[src/rtl/hub75_pkg.sv]
// Shared types and helpers for the HUB75 stream writer.
// Optional macro HUB75_ERR_CNT_EN enables the saturating error counter.
package hub75_pkg;

    typedef enum logic {
        WAIT_SOF = 1'b0,
        ACTIVE   = 1'b1
    } state_t;

    localparam int PIX_BPP_LP = 8;

    typedef struct packed {
        logic [PIX_BPP_LP-1:0] r;
        logic [PIX_BPP_LP-1:0] g;
        logic [PIX_BPP_LP-1:0] b;
    } pixel_t;

    localparam int ERR_CNT_W = 16;

    // Counter width that never collapses to zero bits.
    function automatic int cw(input int n);
        return (n > 1) ? $clog2(n) : 1;
    endfunction

endpackage

[src/rtl/hub75_stream_writer_if.sv]
// Valid/ready pixel stream carrying start-of-frame and end-of-line markers.
// The writer consumes it through the slave modport.
interface hub75_stream_writer_if #(
    parameter int bpp_p = 8
);
    logic               valid;
    logic               ready;
    logic [3*bpp_p-1:0] data;
    logic               sof;
    logic               eol;

    modport master (
        output valid, data, sof, eol,
        input  ready
    );

    modport slave (
        input  valid, data, sof, eol,
        output ready
    );
endinterface

[src/rtl/hub75_pos_counter.sv]
// x/y position and linear address counters for the stream writer.
// i_restart makes the increment start from pixel (0,0).
module hub75_pos_counter
    import hub75_pkg::*;
#(
    parameter int hpixel_p = 64,
    parameter int vpixel_p = 64,
    localparam int XW = cw(hpixel_p),
    localparam int YW = cw(vpixel_p),
    localparam int AW = cw(hpixel_p * vpixel_p)
) (
    input  logic          clk,
    input  logic          rst_n,
    input  logic          i_clr,
    input  logic          i_restart,
    input  logic          i_inc,
    input  logic          i_wrap,
    output logic [XW-1:0] o_x,
    output logic [YW-1:0] o_y,
    output logic [AW-1:0] o_addr
);

    logic [XW-1:0] r_x;
    logic [YW-1:0] r_y;
    logic [AW-1:0] r_addr;
    logic [XW-1:0] w_bx;
    logic [YW-1:0] w_by;
    logic [AW-1:0] w_ba;

    assign w_bx = i_restart ? '0 : r_x;
    assign w_by = i_restart ? '0 : r_y;
    assign w_ba = i_restart ? '0 : r_addr;

    always_ff @(posedge clk or negedge rst_n) begin
        if (!rst_n) begin
            r_x    <= '0;
            r_y    <= '0;
            r_addr <= '0;
        end else if (i_clr) begin
            r_x    <= '0;
            r_y    <= '0;
            r_addr <= '0;
        end else if (i_inc) begin
            r_x    <= w_bx + XW'(1);
            r_y    <= w_by;
            r_addr <= w_ba + AW'(1);
        end else if (i_wrap) begin
            r_x    <= '0;
            r_y    <= w_by + YW'(1);
            r_addr <= w_ba + AW'(1);
        end
    end

    assign o_x    = r_x;
    assign o_y    = r_y;
    assign o_addr = r_addr;

endmodule

[src/rtl/hub75_stream_writer.sv]
// Pixel stream to frame-buffer write port with framing checks and resync.
// HUB75_ERR_CNT_EN adds i_err_clr and a saturating o_err_cnt.
module hub75_stream_writer
    import hub75_pkg::*;
#(
    parameter int hpixel_p = 64,
    parameter int vpixel_p = 64,
    parameter int bpp_p    = 8,
    localparam int addr_width_p = cw(hpixel_p * vpixel_p)
) (
    input  logic                    clk,
    input  logic                    rst_n,
    input  logic                    i_enable,
    hub75_stream_writer_if.slave    s_if,
    output logic [addr_width_p-1:0] o_wr_addr,
    output logic [3*bpp_p-1:0]      o_wr_data,
    output logic                    o_wr_en,
    output logic                    o_frame_done,
    output logic                    o_err,
`ifdef HUB75_ERR_CNT_EN
    input  logic                    i_err_clr,
    output logic [ERR_CNT_W-1:0]    o_err_cnt,
`endif
    output logic                    o_busy
);

    localparam int XW = cw(hpixel_p);
    localparam int YW = cw(vpixel_p);
    localparam logic [XW-1:0] X_LAST = XW'(hpixel_p - 1);
    localparam logic [YW-1:0] Y_LAST = YW'(vpixel_p - 1);

    state_t r_state;
    state_t w_state_n;

    logic [XW-1:0]           w_x;
    logic [YW-1:0]           w_y;
    logic [addr_width_p-1:0] w_addr;
    logic w_acc, w_take, w_x_last, w_y_last, w_eol_ok;
    logic w_wr, w_err, w_done, w_inc, w_wrap, w_clr;

    logic [addr_width_p-1:0] r_wr_addr;
    logic [3*bpp_p-1:0]      r_wr_data;
    logic                    r_wr_en;
    logic                    r_done;
    logic                    r_err;

    assign s_if.ready = i_enable;
    assign w_acc      = s_if.valid & i_enable;
    assign w_take     = w_acc & (s_if.sof | (r_state == ACTIVE));

    // A sof beat is judged as pixel (0,0) regardless of the counters.
    assign w_x_last = s_if.sof ? (hpixel_p == 1) : (w_x == X_LAST);
    assign w_y_last = s_if.sof ? (vpixel_p == 1) : (w_y == Y_LAST);
    assign w_eol_ok = (s_if.eol == w_x_last);

    hub75_pos_counter #(
        .hpixel_p (hpixel_p),
        .vpixel_p (vpixel_p)
    ) u_pos (
        .clk       (clk),
        .rst_n     (rst_n),
        .i_clr     (w_clr),
        .i_restart (s_if.sof),
        .i_inc     (w_inc),
        .i_wrap    (w_wrap),
        .o_x       (w_x),
        .o_y       (w_y),
        .o_addr    (w_addr)
    );

    always_ff @(posedge clk or negedge rst_n) begin
        if (!rst_n) begin
            r_state <= WAIT_SOF;
        end else begin
            r_state <= w_state_n;
        end
    end

    always_comb begin
        w_state_n = r_state;
        w_wr      = 1'b0;
        w_err     = 1'b0;
        w_done    = 1'b0;
        w_inc     = 1'b0;
        w_wrap    = 1'b0;
        w_clr     = 1'b0;
        if (w_take) begin
            w_state_n = ACTIVE;
            w_err     = s_if.sof & (r_state == ACTIVE);
            unique case (1'b1)
                !w_eol_ok: begin
                    w_err     = 1'b1;
                    w_clr     = 1'b1;
                    w_state_n = WAIT_SOF;
                end
                w_eol_ok & w_x_last & w_y_last: begin
                    w_wr      = 1'b1;
                    w_done    = 1'b1;
                    w_clr     = 1'b1;
                    w_state_n = WAIT_SOF;
                end
                w_eol_ok & w_x_last & !w_y_last: begin
                    w_wr   = 1'b1;
                    w_wrap = 1'b1;
                end
                default: begin
                    w_wr  = 1'b1;
                    w_inc = 1'b1;
                end
            endcase
        end
    end

    always_ff @(posedge clk or negedge rst_n) begin
        if (!rst_n) begin
            r_wr_addr <= '0;
            r_wr_data <= '0;
            r_wr_en   <= 1'b0;
            r_done    <= 1'b0;
            r_err     <= 1'b0;
        end else begin
            r_wr_en <= w_wr;
            r_done  <= w_done;
            r_err   <= w_err;
            if (w_wr) begin
                r_wr_addr <= s_if.sof ? '0 : w_addr;
                r_wr_data <= s_if.data;
            end
        end
    end

`ifdef HUB75_ERR_CNT_EN
    logic [ERR_CNT_W-1:0] r_err_cnt;

    always_ff @(posedge clk or negedge rst_n) begin
        if (!rst_n) begin
            r_err_cnt <= '0;
        end else if (i_err_clr) begin
            r_err_cnt <= '0;
        end else if (w_err && (r_err_cnt != '1)) begin
            r_err_cnt <= r_err_cnt + ERR_CNT_W'(1);
        end
    end

    assign o_err_cnt = r_err_cnt;
`endif

    assign o_wr_addr    = r_wr_addr;
    assign o_wr_data    = r_wr_data;
    assign o_wr_en      = r_wr_en;
    assign o_frame_done = r_done;
    assign o_err        = r_err;
    assign o_busy       = (r_state == ACTIVE);

endmodule

[src/flat_wrapper.sv]
// flat-port wrapper written by rule: the top's interface ports become plain ports
module hub75_stream_writer_flat import hub75_pkg::*;
#(
    parameter int hpixel_p = 64,
    parameter int vpixel_p = 64,
    parameter int bpp_p    = 8,
    localparam int addr_width_p = cw(hpixel_p * vpixel_p)
)
  (clk, rst_n, i_enable, o_wr_addr, o_wr_data, o_wr_en, o_frame_done, o_err, o_busy, s_if_valid, s_if_data, s_if_sof, s_if_eol, s_if_ready);
  hub75_stream_writer_if #(.bpp_p(bpp_p)) s_if_i ();
  input  logic clk;
  input  logic rst_n;
  input  logic i_enable;
  output logic [addr_width_p-1:0] o_wr_addr;
  output logic [3*bpp_p-1:0] o_wr_data;
  output logic o_wr_en;
  output logic o_frame_done;
  output logic o_err;
  output logic o_busy;
  input wire logic [$bits(s_if_i.valid)-1:0] s_if_valid;
  input wire logic [$bits(s_if_i.data)-1:0] s_if_data;
  input wire logic [$bits(s_if_i.sof)-1:0] s_if_sof;
  input wire logic [$bits(s_if_i.eol)-1:0] s_if_eol;
  output wire logic [$bits(s_if_i.ready)-1:0] s_if_ready;
  assign s_if_i.valid = s_if_valid;
  assign s_if_i.data = s_if_data;
  assign s_if_i.sof = s_if_sof;
  assign s_if_i.eol = s_if_eol;
  assign s_if_ready = s_if_i.ready;
  hub75_stream_writer #(.hpixel_p(hpixel_p), .vpixel_p(vpixel_p), .bpp_p(bpp_p)) u_core (.clk(clk), .rst_n(rst_n), .i_enable(i_enable), .s_if(s_if_i), .o_wr_addr(o_wr_addr), .o_wr_data(o_wr_data), .o_wr_en(o_wr_en), .o_frame_done(o_frame_done), .o_err(o_err), .o_busy(o_busy));
endmodule
[config.mk]
export PLATFORM = sky130hd
export DESIGN_NAME = hub75_stream_writer_flat
export DESIGN_NICKNAME = d
export VERILOG_FILES = /design/src/rtl/hub75_pkg.sv /design/src/rtl/hub75_stream_writer_if.sv /design/src/rtl/hub75_pos_counter.sv /design/src/rtl/hub75_stream_writer.sv /design/src/flat_wrapper.sv
export SDC_FILE = /design/constraint.sdc
export NUM_CORES = 1
export LEC_CHECK = 0
export CORE_AREA = 2 2 80 82
export CTS_BUF_LIST = sky130_fd_sc_hd__clkbuf_4 sky130_fd_sc_hd__clkbuf_8
export CTS_CLUSTER_SIZE = 10
export DETAILED_ROUTE_END_ITERATION = 16
export DIE_AREA = 0 0 82 84
export PLACE_DENSITY = 0.89
export SYNTH_ARGS = -nofsm -noshare
export SYNTH_HDL_FRONTEND = slang
export SYNTH_SLANG_ARGS = --single-unit
[constraint.sdc]
create_clock -name clk -period 2.5 [get_ports clk]
set_clock_uncertainty 0.1 [all_clocks]
set_input_delay 0.5 -clock clk [delete_from_list [all_inputs] [get_ports clk]]
set_output_delay 0.5 -clock clk [all_outputs]
set_load 0.01 [all_outputs]
# Yosys cells after proc, flatten, opt, wreduce, memory -nomap -nowiden
# Cells that the tools add are included.
dict set report op_classes {
  n_eq_ne 3
  n_reduce_logical 5
  n_mux 27
  addsub 3
  bitwise 7
}
# op n
set ops {}
lappend ops {{$mux W12} 4}
lappend ops {{$mux W6} 8}
lappend ops {{$mux W1} 15}
lappend ops {{$add A12 B1 Y12 const B} 1}
lappend ops {{$add A6 B1 Y6 const B} 2}
lappend ops {{$eq A6 B6 Y1 const B} 2}
lappend ops {{$and A1 B1 Y1} 6}
lappend ops {{$reduce_bool A3 Y1} 1}
lappend ops {{$reduce_or A3 Y1} 1}
lappend ops {{$logic_not A1 Y1} 2}
lappend ops {{$reduce_or A2 Y1} 1}
lappend ops {{$eq A1 B1 Y1} 1}
lappend ops {{$or A1 B1 Y1} 1}
dict set report totals {
  ff_bits 64
  word_cells 54
}

# Longest topological paths before layout
dict set report logic_depth {
  ltp_word 10
  mapped_depth 11
  ltp_nobuf 9
}

# Modules after synthesis
# Synthesis repeated with hierarchy kept, for this count alone.
dict set report unflattened {
  cells_unflattened 272
  area_unflattened_um2 3258.1
}
# module cells_per_inst seq_area_each_um2 n_inst area_per_inst_um2
set by_module_without_submodules {}
lappend by_module_without_submodules {hub75_stream_writer 119 1001.0 1 1836.8}
lappend by_module_without_submodules {hub75_pos_counter 153 600.6 1 1421.4}

# Worst setup path after synthesis
# Ideal clock, no wire load.
dict set report synth_path {
  path_type {input -> register}
  startpoint {in s_if_sof}
  endpoint {reg u_core.u_pos.r_x[4] (netlist: u_core.u_pos.o_x[4])}
  arrival_ns 2.306
  setup_slack_ns 0.018
  t_required_ns 2.323
  path_buffers 1
  stages 9
  setup_time_ns 0.077
  path_cell_list {buf_4 nand2b_1 nor2_1 nand2_1 ha_1 nor2_1 o211ai_2 or4_1 o21ai_1}
}
dict set report synth_via {
  elab_chain_len 9
}
# element line
set synth_rtl {}
lappend synth_rtl {{start, declared} flat_wrapper.sv:22} ;# input wire logic [$bits(s_if_i.sof)-1:0] s_if_sof;
lappend synth_rtl {{$mux W1} hub75_stream_writer.sv:52} ;# assign w_x_last = s_if.sof ? (hpixel_p == 1) : (w_x == X_LAST);
lappend synth_rtl {{$eq A1 B1 Y1} hub75_stream_writer.sv:54} ;# assign w_eol_ok = (s_if.eol == w_x_last);
lappend synth_rtl {{$and A1 B1 Y1} {hub75_stream_writer.sv:96, hub75_stream_writer.sv:102}}
lappend synth_rtl {{$and A1 B1 Y1, on equally long branches} {hub75_stream_writer.sv:102, hub75_stream_writer.sv:96}}
lappend synth_rtl {{$reduce_or A3 Y1 (no line)} -}
lappend synth_rtl {{$mux W1} hub75_stream_writer.sv:90} ;# unique case (1'b1)
lappend synth_rtl {{$mux W1} hub75_stream_writer.sv:87} ;# if (w_take) begin
lappend synth_rtl {{$mux W6} hub75_pos_counter.sv:43} ;# end else if (i_inc) begin
lappend synth_rtl {{$mux W6} hub75_pos_counter.sv:39} ;# end else if (i_clr) begin
lappend synth_rtl {{end signal, assigned} hub75_pos_counter.sv:44} ;# r_x <= w_bx + XW'(1);
lappend synth_rtl {{end, declared} hub75_pos_counter.sv:23} ;# logic [XW-1:0] r_x;
# Several ways; a longest one is shown, not always the timed one.
# A chain may end at the register's enable or synchronous reset.

# Worst setup path after layout
# Ends and elaborated chain as after synthesis.

==> reports/results.ini <==
[global_route]
grt_pass1_vias = 2645
grt_usage_pct = 22.87
grt_max_degree = 33
grt.met3_usage_pct = 6.602
met1_usage_pct = 26.59
met2_usage_pct = 40.21
grt_first_pass_wirelength_um = 12030
overflow = 0
antenna_found_initial = 0
grt_busiest_layer = met2

[power_and_ir_drop]
switchingPower_mw = 0.6886
power_mw = 2.590
pwr-share-comb_pct = 20.2
pwr-share-clk_pct = 33.0
sw_frac_of_total_pct = 26.59
power.density_nw_per_um2 = 618.3
sequentialPowerShare_pct = 46.8
internal_power_mw = 1.902
leakage_nw = 1.950
peakVddDrop_mv = 0.3295

[timing]
hold_viol = 0
timing.hold.ws_ns = 0.05099
slew_viol_final = 0
maxSlewHeadroom_pct = 62.85
finalSetupViolCount = 0
clock.fmax_ghz = 0.4258
worstMarginPinSlew_ns = 0.5573
period_share_pct = 93.94
finalSetupTns_ns = 0
period_needed_ns = 2.348
finalWorstSetupSlack_ns = 0.1516

[layout]
fin_cells = 489
final_area_um2 = 4189
synthToLayoutAreaGrowth_pct = 38.63
layout.nets = 442
multiInputGateArea_um2 = 1308
final_util_pct = 68.72
seqCellArea_um2 = 1602
diodes = 0
drive_gt1_share_pct = 14.08
fillers = 420

[worst_setup_path]
worstSetupEndpointType = register
critical_path_class = primary input to register
arrival_ns = 2.52
cp_num_buf_inv = 1
critPathMaxFanout = 6
cp_common_cell = nor2_1
cp_slowest_cell = or4_1
worstSetupStartpoint = s_if_sof
r2r-start = u_core.u_pos.o_x[3]
cp_slowest_stage_delay_ns = 0.48
cp_top_family = simple AND/OR/NAND/NOR gates
cp-start-kind = primary input
crit_chain = clkdlybuf4s50_1 > nand2b_1 > nor2_1 > nand2_1 > ha_2 > nor2_1 > o211ai_2 > or4_1 > o21ai_1
crit_required_ns = 2.67

[routing]
dr.first_iter.drc_count = 192
wirelength_um = 7471
vias_per_cell = 5.521
wl_per_cell_um = 15.28
via_count = 2700
drc = 0
drtAntennaViolNets = 0
dr.pass1.iters = 4

[synthesis]
synthArstFlopShare_pct = 100.0
synth_seq_cells = 64
syn_nets = 348
synth_most_common_cell = nand2_1
synth_top_area_share_pct = 53.00
netlist_area_um2 = 3022
yosysWarningCount = 0
synth_area_leaders = dfrtp_1 53%, nand2_1 12%, o21ai_1 3.6%
synth.top_cells.by_count = 95 x nand2_1, 64 x dfrtp_1, 22 x o21ai_1, 13 x nand2b_1
yosysUniqueCellTypes = 47
avgSynthCellArea_um2 = 9.654
ys_seq_area_share_pct = 53.00
synth-edff-count = 0
yosys.area.top_type = dfrtp_1
ys.flop_type = dfrtp_1
netlist_instances = 313

[clock_network]
cts-buffers-inserted = 9
path_clk_slew_ns = 0.07
clock_path_buffers = 2
root_buffer = clkbuf_8
cts_hold_buf = 0
cts_tree = built
ctsHtreeMaxLevel = 3
clk_latency_ns = 0.34
numClockSinks = 64

[die]
initial_utilization_pct = 49.57
dieArea_um2 = 6888
fp.dieW_um = 82
io_pins = 71
die_y_um = 84
fp-row-count = 29
coreArea_um2 = 6096

[place]
hpwl_um = 5488
placedCellCount = 472
post-place-ws_ns = -0.2723
placed_area_um2 = 3985
place_congestion = 0.8881
port_buffers = 70

[job]
max_cap_viol_count = 0

[outcome]
outcome = complete, no violations

[worst_hold_path]
hold_class = primary input to async pin

==> sequential cells by signal, indices dropped and copies added (netlist names) <==
name / flops
u_core.u_pos.o_y: 6
u_core.o_wr_en: 1
u_core.o_err: 1
u_core.o_busy: 1
u_core.o_wr_addr: 12
u_core.u_pos.o_addr: 12
u_core.o_wr_data: 24
u_core.u_pos.o_x: 6
u_core.o_frame_done: 1
==> worst paths after layout <==
kind | end | slack [ns] | depth (start not counted)
setup / recovery | u_core.u_pos.o_x[4] | 0.15 | 9
hold reg to reg | u_core.o_wr_data[11] | 0.38 | 2
hold / removal | u_core.o_wr_data[15] | 0.05 | 1
setup reg to reg | u_core.u_pos.o_x[4] | 0.35 | 8
max in group asynchronous | u_core.o_wr_data[10] | 1.68 | 2
min in group clk | u_core.o_wr_data[11] | 0.38 | 2
==> final cells by class <==
type | count | area share [%]
clock inverter | 6 | 1.434
tap | 77 | 2.300
multi-input combinational | 223 | 31.21
timing repair buffer | 100 | 22.88
sequential | 64 | 38.23
inverter | 9 | 0.8065
clock buffer | 10 | 3.136
==> metal layers <==
layer | share of wire (%) | wire length, µm
met1 | 39 | 2941
met2 | 51 | 3847
met3 | 8.3 | 618
met4 | 0.84 | 63
met5 | 0 | 0
==> worst register-to-register path: cells and delay by family (launching register included) <==
family | cells | cell delay (ns)
AOI/OAI and AO/OA | 2 | 0.23
adders and majority gates | 1 | 0.34
DFF | 1 | 0.41
and+or+nand+nor | 5 | 0.99
==> placed cells by master, fill, tap and decap left out, drive strengths merged, types with 2 or more instances in the layout <==
master,count
nand2,95
clkdlybuf4s50,69
dfrtp,64
buf,31
o21ai,23
nand2b,13
clkbuf,10
inv,9
nor2b,7
a22o,7
a31oi,7
nor2,6
a32o,6
a21oi,5
ha,5
nand4,4
nand4b,4
nand3,4
and4,4
xnor2,3
a21o,3
clkinv,3
o211ai,3
nor3,2
and3,2
mux2,2
clkinvlp,2
and4b,2
and2,2
==> what timing repair did <==
item,4_1_cts,5_1_grt
gates resized for setup,0,3
buffers inserted,0,1
endpoints found under the setup margin,0,4
==> power by group through the flow <==
stage	combinational [mW]	clock, mW	sequential [mW]
after detailed placement	0.527	0	1.23
after floorplan	0.151	0	1.27
after global placement	0.505	0	1.22
final	0.524	0.854	1.21
after CTS	0.530	0.870	1.21
after global routing	0.577	0.927	1.22
==> cell families after synthesis <==
group,Yosys count,share of synthesized area [%]
xor+xnor,4,1.160
mux,2,0.7453
compound gates,63,15.53
simple gates,149,23.60
fa+ha+maj,5,2.070
buf+inv,26,3.892
flops,64,53.00
Note: power is estimated with default switching activity, not from simulation.
